## src/rtl/param_frame_tx.sv

```systemverilog
// param_frame_tx: latches the pulse-parameter set, converts each field to ASCII decimal and sends the 30-byte
// "a" command frame as UART 8N1. Define PARAM_FRAME_CHECKSUM_EN to replace the CR terminator with an XOR checksum.
module param_frame_tx #(
  parameter int unsigned CLK_FREQ  = 50_000_000,
  parameter int unsigned BAUD_RATE = 115_200,
  parameter logic [7:0]  CMD_CHAR  = 8'h61
) (
  input  logic        sys_clk,
  input  logic        rst,
  input  logic        start,
  input  logic [13:0] pulses_cycle,
  input  logic [9:0]  pulses_number,
  input  logic        status_ecg,
  input  logic [15:0] pulse_voltage,
  input  logic [15:0] pulse_width,
  input  logic [15:0] pulse_frequency,
  input  logic [7:0]  pulse_interval,
  input  logic [15:0] pulse_number,
  output logic        busy,
  output logic        done,
  output logic        uart_tx
);

  localparam int unsigned BIT_CYC = CLK_FREQ / BAUD_RATE;
  localparam int unsigned CNT_W   = (BIT_CYC > 2) ? $clog2(BIT_CYC) : 1;
  localparam logic [CNT_W-1:0] CNT_LAST    = CNT_W'(BIT_CYC - 1);
  localparam logic [CNT_W-1:0] CNT_LAST_M1 = CNT_W'(BIT_CYC - 2);
  localparam int NF = 8;

  typedef enum logic [2:0] {IDLE, CONV, LOAD, START_BIT, DATA, STOP, FIN} state_t;

  state_t           state, state_next;
  logic [CNT_W-1:0] bit_cnt, bit_cnt_next;
  logic [2:0]       bit_idx, bit_idx_next;
  logic [4:0]       byte_idx, byte_idx_next;
  logic [7:0]       cur_byte, cur_byte_next;
  logic             tx_next;
  logic             accept;

  // Per field: remainder being converted and the thousands/hundreds/tens digits; the ones digit is the final remainder.
  logic [13:0]   rem [NF];
  logic [3:0]    dig [NF][3];
  logic [1:0]    stage;
  logic [13:0]   weight;
  logic [NF-1:0] can_sub;
  logic          conv_last;
  logic [7:0]    frame [30];
  logic [7:0]    term_byte;

  function automatic logic [13:0] clamp(input logic [15:0] v, input logic [13:0] lim);
    return (v > {2'b00, lim}) ? lim : v[13:0];
  endfunction

  function automatic logic [7:0] asc(input logic [3:0] d);
    return {4'h3, d};
  endfunction

  assign accept = start && ((state == IDLE) || (state == FIN));

  always_comb begin
    weight  = 14'd10;
    can_sub = '0;
    unique case (stage)
      2'd0:    weight = 14'd1000;
      2'd1:    weight = 14'd100;
      default: weight = 14'd10;
    endcase
    for (int f = 0; f < NF; f++) can_sub[f] = (rem[f] >= weight);
    conv_last = (stage == 2'd2) && (can_sub == '0);
  end

  // All fields convert in parallel; a stage advances once no field can subtract its weight any more.
  always_ff @(posedge sys_clk) begin
    if (rst) begin
      stage <= 2'd0;
    end else if (accept) begin
      rem[0] <= clamp({2'b00, pulses_cycle}, 14'd9999);
      rem[1] <= clamp({6'b0, pulses_number}, 14'd999);
      rem[2] <= clamp({15'b0, status_ecg}, 14'd9);
      rem[3] <= clamp(pulse_voltage, 14'd9999);
      rem[4] <= clamp(pulse_width, 14'd9999);
      rem[5] <= clamp(pulse_frequency, 14'd9999);
      rem[6] <= clamp({8'b0, pulse_interval}, 14'd99);
      rem[7] <= clamp(pulse_number, 14'd999);
      for (int f = 0; f < NF; f++)
        for (int d = 0; d < 3; d++) dig[f][d] <= 4'd0;
      stage <= 2'd0;
    end else if (state == CONV) begin
      for (int f = 0; f < NF; f++) begin
        if (can_sub[f]) begin
          rem[f]        <= rem[f] - weight;
          dig[f][stage] <= dig[f][stage] + 4'd1;
        end
      end
      if ((can_sub == '0) && (stage != 2'd2)) stage <= stage + 2'd1;
    end
  end

  always_comb begin
    for (int i = 0; i < 30; i++) frame[i] = 8'h30;
    frame[26] = asc(dig[0][0]); frame[25] = asc(dig[0][1]);
    frame[24] = asc(dig[0][2]); frame[23] = asc(rem[0][3:0]);
    frame[22] = asc(dig[1][1]); frame[21] = asc(dig[1][2]); frame[20] = asc(rem[1][3:0]);
    frame[19] = asc(rem[2][3:0]);
    frame[18] = asc(dig[3][0]); frame[17] = asc(dig[3][1]);
    frame[16] = asc(dig[3][2]); frame[15] = asc(rem[3][3:0]);
    frame[14] = asc(dig[4][0]); frame[13] = asc(dig[4][1]);
    frame[12] = asc(dig[4][2]); frame[11] = asc(rem[4][3:0]);
    frame[10] = asc(dig[5][0]); frame[9]  = asc(dig[5][1]);
    frame[8]  = asc(dig[5][2]); frame[7]  = asc(rem[5][3:0]);
    frame[6]  = asc(dig[6][2]); frame[5]  = asc(rem[6][3:0]);
    frame[4]  = asc(dig[7][1]); frame[3]  = asc(dig[7][2]); frame[2] = asc(rem[7][3:0]);
    frame[1]  = CMD_CHAR;
    frame[0]  = term_byte;
  end

`ifdef PARAM_FRAME_CHECKSUM_EN
  logic [7:0] csum_q, csum_next;

  always_comb begin
    csum_next = 8'h00;
    for (int i = 1; i < 30; i++) csum_next = csum_next ^ frame[i];
  end

  always_ff @(posedge sys_clk) begin
    if (rst) csum_q <= 8'h00;
    else if ((state == CONV) && conv_last) csum_q <= csum_next;
  end

  assign term_byte = csum_q;
`else
  assign term_byte = 8'h0D;
`endif

  // A non-final STOP is one cycle short because LOAD supplies the last high cycle of that stop bit.
  always_comb begin
    state_next    = state;
    bit_cnt_next  = bit_cnt;
    bit_idx_next  = bit_idx;
    byte_idx_next = byte_idx;
    cur_byte_next = cur_byte;
    unique case (state)
      IDLE: begin
        if (start) begin
          state_next    = CONV;
          byte_idx_next = 5'd29;
        end
      end
      CONV: if (conv_last) state_next = LOAD;
      LOAD: begin
        cur_byte_next = frame[byte_idx];
        bit_cnt_next  = '0;
        bit_idx_next  = 3'd0;
        state_next    = START_BIT;
      end
      START_BIT: begin
        if (bit_cnt == CNT_LAST) begin
          bit_cnt_next = '0;
          state_next   = DATA;
        end else bit_cnt_next = bit_cnt + 1'b1;
      end
      DATA: begin
        if (bit_cnt == CNT_LAST) begin
          bit_cnt_next = '0;
          if (bit_idx == 3'd7) state_next = STOP;
          else bit_idx_next = bit_idx + 3'd1;
        end else bit_cnt_next = bit_cnt + 1'b1;
      end
      STOP: begin
        if (byte_idx == 5'd0) begin
          if (bit_cnt == CNT_LAST) state_next = FIN;
          else bit_cnt_next = bit_cnt + 1'b1;
        end else if (bit_cnt == CNT_LAST_M1) begin
          state_next    = LOAD;
          byte_idx_next = byte_idx - 5'd1;
        end else bit_cnt_next = bit_cnt + 1'b1;
      end
      FIN: begin
        if (start) begin
          state_next    = CONV;
          byte_idx_next = 5'd29;
        end else state_next = IDLE;
      end
      default: state_next = IDLE;
    endcase
    tx_next = 1'b1;
    if (state_next == START_BIT) tx_next = 1'b0;
    else if (state_next == DATA) tx_next = cur_byte_next[bit_idx_next];
  end

  // Outputs are registered from the next state so the serial line never glitches.
  always_ff @(posedge sys_clk) begin
    if (rst) begin
      state    <= IDLE;
      bit_cnt  <= '0;
      bit_idx  <= 3'd0;
      byte_idx <= 5'd0;
      cur_byte <= 8'hFF;
      uart_tx  <= 1'b1;
      busy     <= 1'b0;
      done     <= 1'b0;
    end else begin
      state    <= state_next;
      bit_cnt  <= bit_cnt_next;
      bit_idx  <= bit_idx_next;
      byte_idx <= byte_idx_next;
      cur_byte <= cur_byte_next;
      uart_tx  <= tx_next;
      busy     <= (state_next != IDLE) && (state_next != FIN);
      done     <= (state_next == FIN);
    end
  end

endmodule
```

## config.mk

```make
export PLATFORM = sky130hd
export DESIGN_NAME = param_frame_tx
export DESIGN_NICKNAME = d
export VERILOG_FILES = /design/src/rtl/param_frame_tx.sv
export SDC_FILE = /design/constraint.sdc
export NUM_CORES = 1
export LEC_CHECK = 0
export CORE_MARGIN = 1.5
export CORE_UTILIZATION = 55
export DETAILED_ROUTE_END_ITERATION = 8
export GPL_TIMING_DRIVEN = 1
export PLACE_DENSITY = 0.74
export SYNTH_ARGS = -nofsm -noshare
export SYNTH_HDL_FRONTEND = slang
export SYNTH_SLANG_ARGS = --single-unit
```

## constraint.sdc

```tcl
create_clock -name sys_clk -period 5.3 [get_ports sys_clk]
set_input_delay 1.06 -clock sys_clk [delete_from_list [all_inputs] [get_ports sys_clk]]
set_output_delay 1.06 -clock sys_clk [all_outputs]
set_load 0.01 [all_outputs]
```

==> flow_summary.json <==
{
  "ys_seq_elements": 229,
  "grt_pass1_vias": 12200,
  "timing.setup.tns_ns": 0,
  "synth_edf_count": 152,
  "gp_congestion": 0.896,
  "area_growth_syn_to_layout_pct": 15.0,
  "io_pins": 103,
  "post_cts_resized": 0,
  "h-tree-depth": 1,
  "die_area_um2": 28200,
  "hold_viol": 0,
  "syn-num-nets": 1774,
  "drc": 0,
  "max_clock_freq_mhz": 230,
  "initial_core_util_pct": 55.7,
  "synth-async-reset-ratio_pct": 0,
  "min_period_over_period_pct": 82.1,
  "post-cts-setup-buffer-count": 0,
  "crit_path_start_kind": "flip-flop",
  "p_leak_uw": 0.00651,
  "drive_gt1_share_pct": 6.54,
  "mostFrequentLayoutCell": "nor2_1",
  "core_um2": 26900,
  "synth_area_leader_cell": "edfxtp_1",
  "cts_sinks": 229,
  "dr.first_iter.drc_count": 1039,
  "grt_use_total_pct": 27.5,
  "grt_max_degree": 48,
  "cts_root_buffer": "clkbuf_16",
  "clock_path_buffers": 3,
  "cts_buffers": 26,
  "syn_inst": 1593,
  "path_cells": "inv_1 -> ha_1 -> inv_1 -> buf_4 -> ha_1 -> a21o_1 -> a2111oi_4 -> a211oi_2 -> a2111oi_4 -> nand4_2 -> nor4_1 -> a31oi_1 -> nor2_1",
  "firstDrtPassIters": 5,
  "worstPathArrival_ns": 4.83,
  "totalPowerFinal_uw": 4860,
  "wl_per_cell_um": 19.0,
  "worstPathMaxFanout": 19,
  "status": "completed",
  "ant_nets": 0,
  "grt_overflow_total": 0,
  "netlist.area_leader.share_pct": 30.5,
  "antenna_found_initial": 1,
  "most-common-layout-cells": "nor2_1 (158), edfxtp_1 (152), nand2_1 (127)",
  "required_ns": 5.78,
  "synth_area_um2": 15000,
  "row_count": 60,
  "crit_slowest_cell": "nor4_1",
  "die_height_um": 168,
  "hp-class": "flip-flop to flip-flop",
  "max_slew_margin_pct": 26.0,
  "final_max_slew_viol_count": 0,
  "critical-path-max-stage-delay_ns": 1.00,
  "crit_type": "flip-flop to flip-flop",
  "tightest_slew_ns": 1.10,
  "ys_warn_count": 0,
  "setup_viol": 0,
  "ir_worst_vdd_v": 0.000229,
  "rsz0062_at_grt": "false",
  "ctsHoldBuffers": 0,
  "wl_mm": 38.7,
  "synth.area.top_cells": "edfxtp_1 (30%), dfxtp_1 (10%), ha_1 (6.1%)",
  "cap_viol_max_count": 0,
  "synth_area_per_cell_um2": 9.40,
  "clock_skew_ns": 0.0190,
  "ys.flop_type": "edfxtp_1",
  "viasPerCell": 6.17,
  "insertion_delay_ns": 0.55,
  "fin_nets": 1857,
  "grt_pass1_wl_mm": 62.7,
  "dp_hpwl_mm": 27.8,
  "critPathCaptureType": "flip-flop",
  "via_count": 12600,
  "clk_pin_slew_ns": 0.06,
  "die_w_um": 168,
  "yosysUniqueCellTypes": 92,
  "io_buffers": 102,
  "seq_area_frac_synth_pct": 40.8,
  "fin_crit_ns": 4.35,
  "cts_tree": "yes",
  "pwr_density_cell_nw_per_um2": 282
}
cell families after synthesis:
logic type               count (synthesis)  share of synthesized area, %
AND/OR/NAND/NOR                        561                          18.4
AO/OA/AOI/OAI                          387                          16.3
flip-flops                             229                          40.8
buffers and inverters                  133                          3.68
XOR/XNOR                               103                          6.02
multiplexers                            95                          7.44
adder cells (fa/ha/maj)                 85                          7.43
critical path: cells and delay by family (launching register included):
| kind | cells | cell delay, ns |
|---|---|---|
| flops | 1 | 0.35 |
| buf+inv | 3 | 0.47 |
| compound gates | 5 | 1.40 |
| fa+ha+maj | 2 | 0.59 |
| simple gates | 3 | 1.45 |
power breakdown:
| group | leakage [uW] | total [uW] | internal [uW] | switching, uW |
|---|---|---|---|---|
| combinational | 0.00403 | 744 | 326 | 417 |
| sequential | 0.00205 | 2150 | 2050 | 101 |
| clock | 0.000439 | 1960 | 1190 | 775 |
metrics by stage:
| step | utilization (%) | worst slack [ns] | instances | cell area, um2 | hold slack (ns) |
|---|---|---|---|---|---|
| 3_5_place_dp | 60.7 | 1.15 | 1989 | 16300 | 0.450 |
| 6_report | 64.1 | 0.950 | 2038 | 17200 | 0.465 |
| 3_3_place_gp | 60.7 | 1.33 | 1989 | 16300 | 0.446 |
| 2_1_floorplan | - | 0.0270 | 1593 | 15000 | 0.428 |
| 4_1_cts | 64.1 | 1.09 | 2037 | 17200 | 0.459 |
| 5_1_grt | 64.1 | 0.789 | 2037 | 17200 | 0.487 |
registers in the layout (all words and copies together) (netlist names):
register  cells
bit_cnt       9
stage         2
done          1
uart_tx       1
state         3
byte_idx      5
dig          84
rem         112
cur_byte      8
bit_idx       3
busy          1
metal layers:
metal	wire length [um]	track usage (%)
met4	790	7.29
met1	17100	38.4
met2	18000	44.9
met3	2860	4.07
met5	0	0
final cells by class:
cell class	instances	area (um2)
inverter	63	239
antenna	1	2.50
timing repair buffer	125	1210
multi-input combinational	1231	8330
tap	341	427
clock inverter	16	220
sequential	229	6110
clock buffer	32	704
fill	2237	9640
synth_stat cells, drive strengths merged (5+ instances only):
library cell    n
nor2          160
edfxtp        152
nand2         127
a21oi         123
o21ai         117
mux2i          81
dfxtp          77
nand3          76
ha             73
xnor2          63
inv            61
nor3           55
clkbuf         52
xor2           40
nand2b         19
nor2b          19
buf            18
a21o           17
nor4           17
a31oi          14
and3           14
o31ai          14
mux4           13
a211oi         11
or3            11
a21boi         10
o211ai         10
or2            10
and2            9
nand4           9
o21bai          9
fa              8
nand3b          8
o21a            8
a2111oi         7
a211o           6
a221oi          5
a22oi           5
final timing paths:
kind / slack [ns] / to / from / cells past startpoint
max reg2reg: 0.95 / state[1]$_SDFF_PP0_ / stage[0]$_SDFFE_PP0P_ / 13
max: 0.95 / state[1]$_SDFF_PP0_ / stage[0]$_SDFFE_PP0P_ / 13
min reg2reg: 0.47 / dig[3][9]$_SDFFE_PP0P_ / dig[3][9]$_SDFFE_PP0P_ / 2
min: 0.47 / dig[3][9]$_SDFFE_PP0P_ / dig[3][9]$_SDFFE_PP0P_ / 2
(Power assumes the default switching activity.)
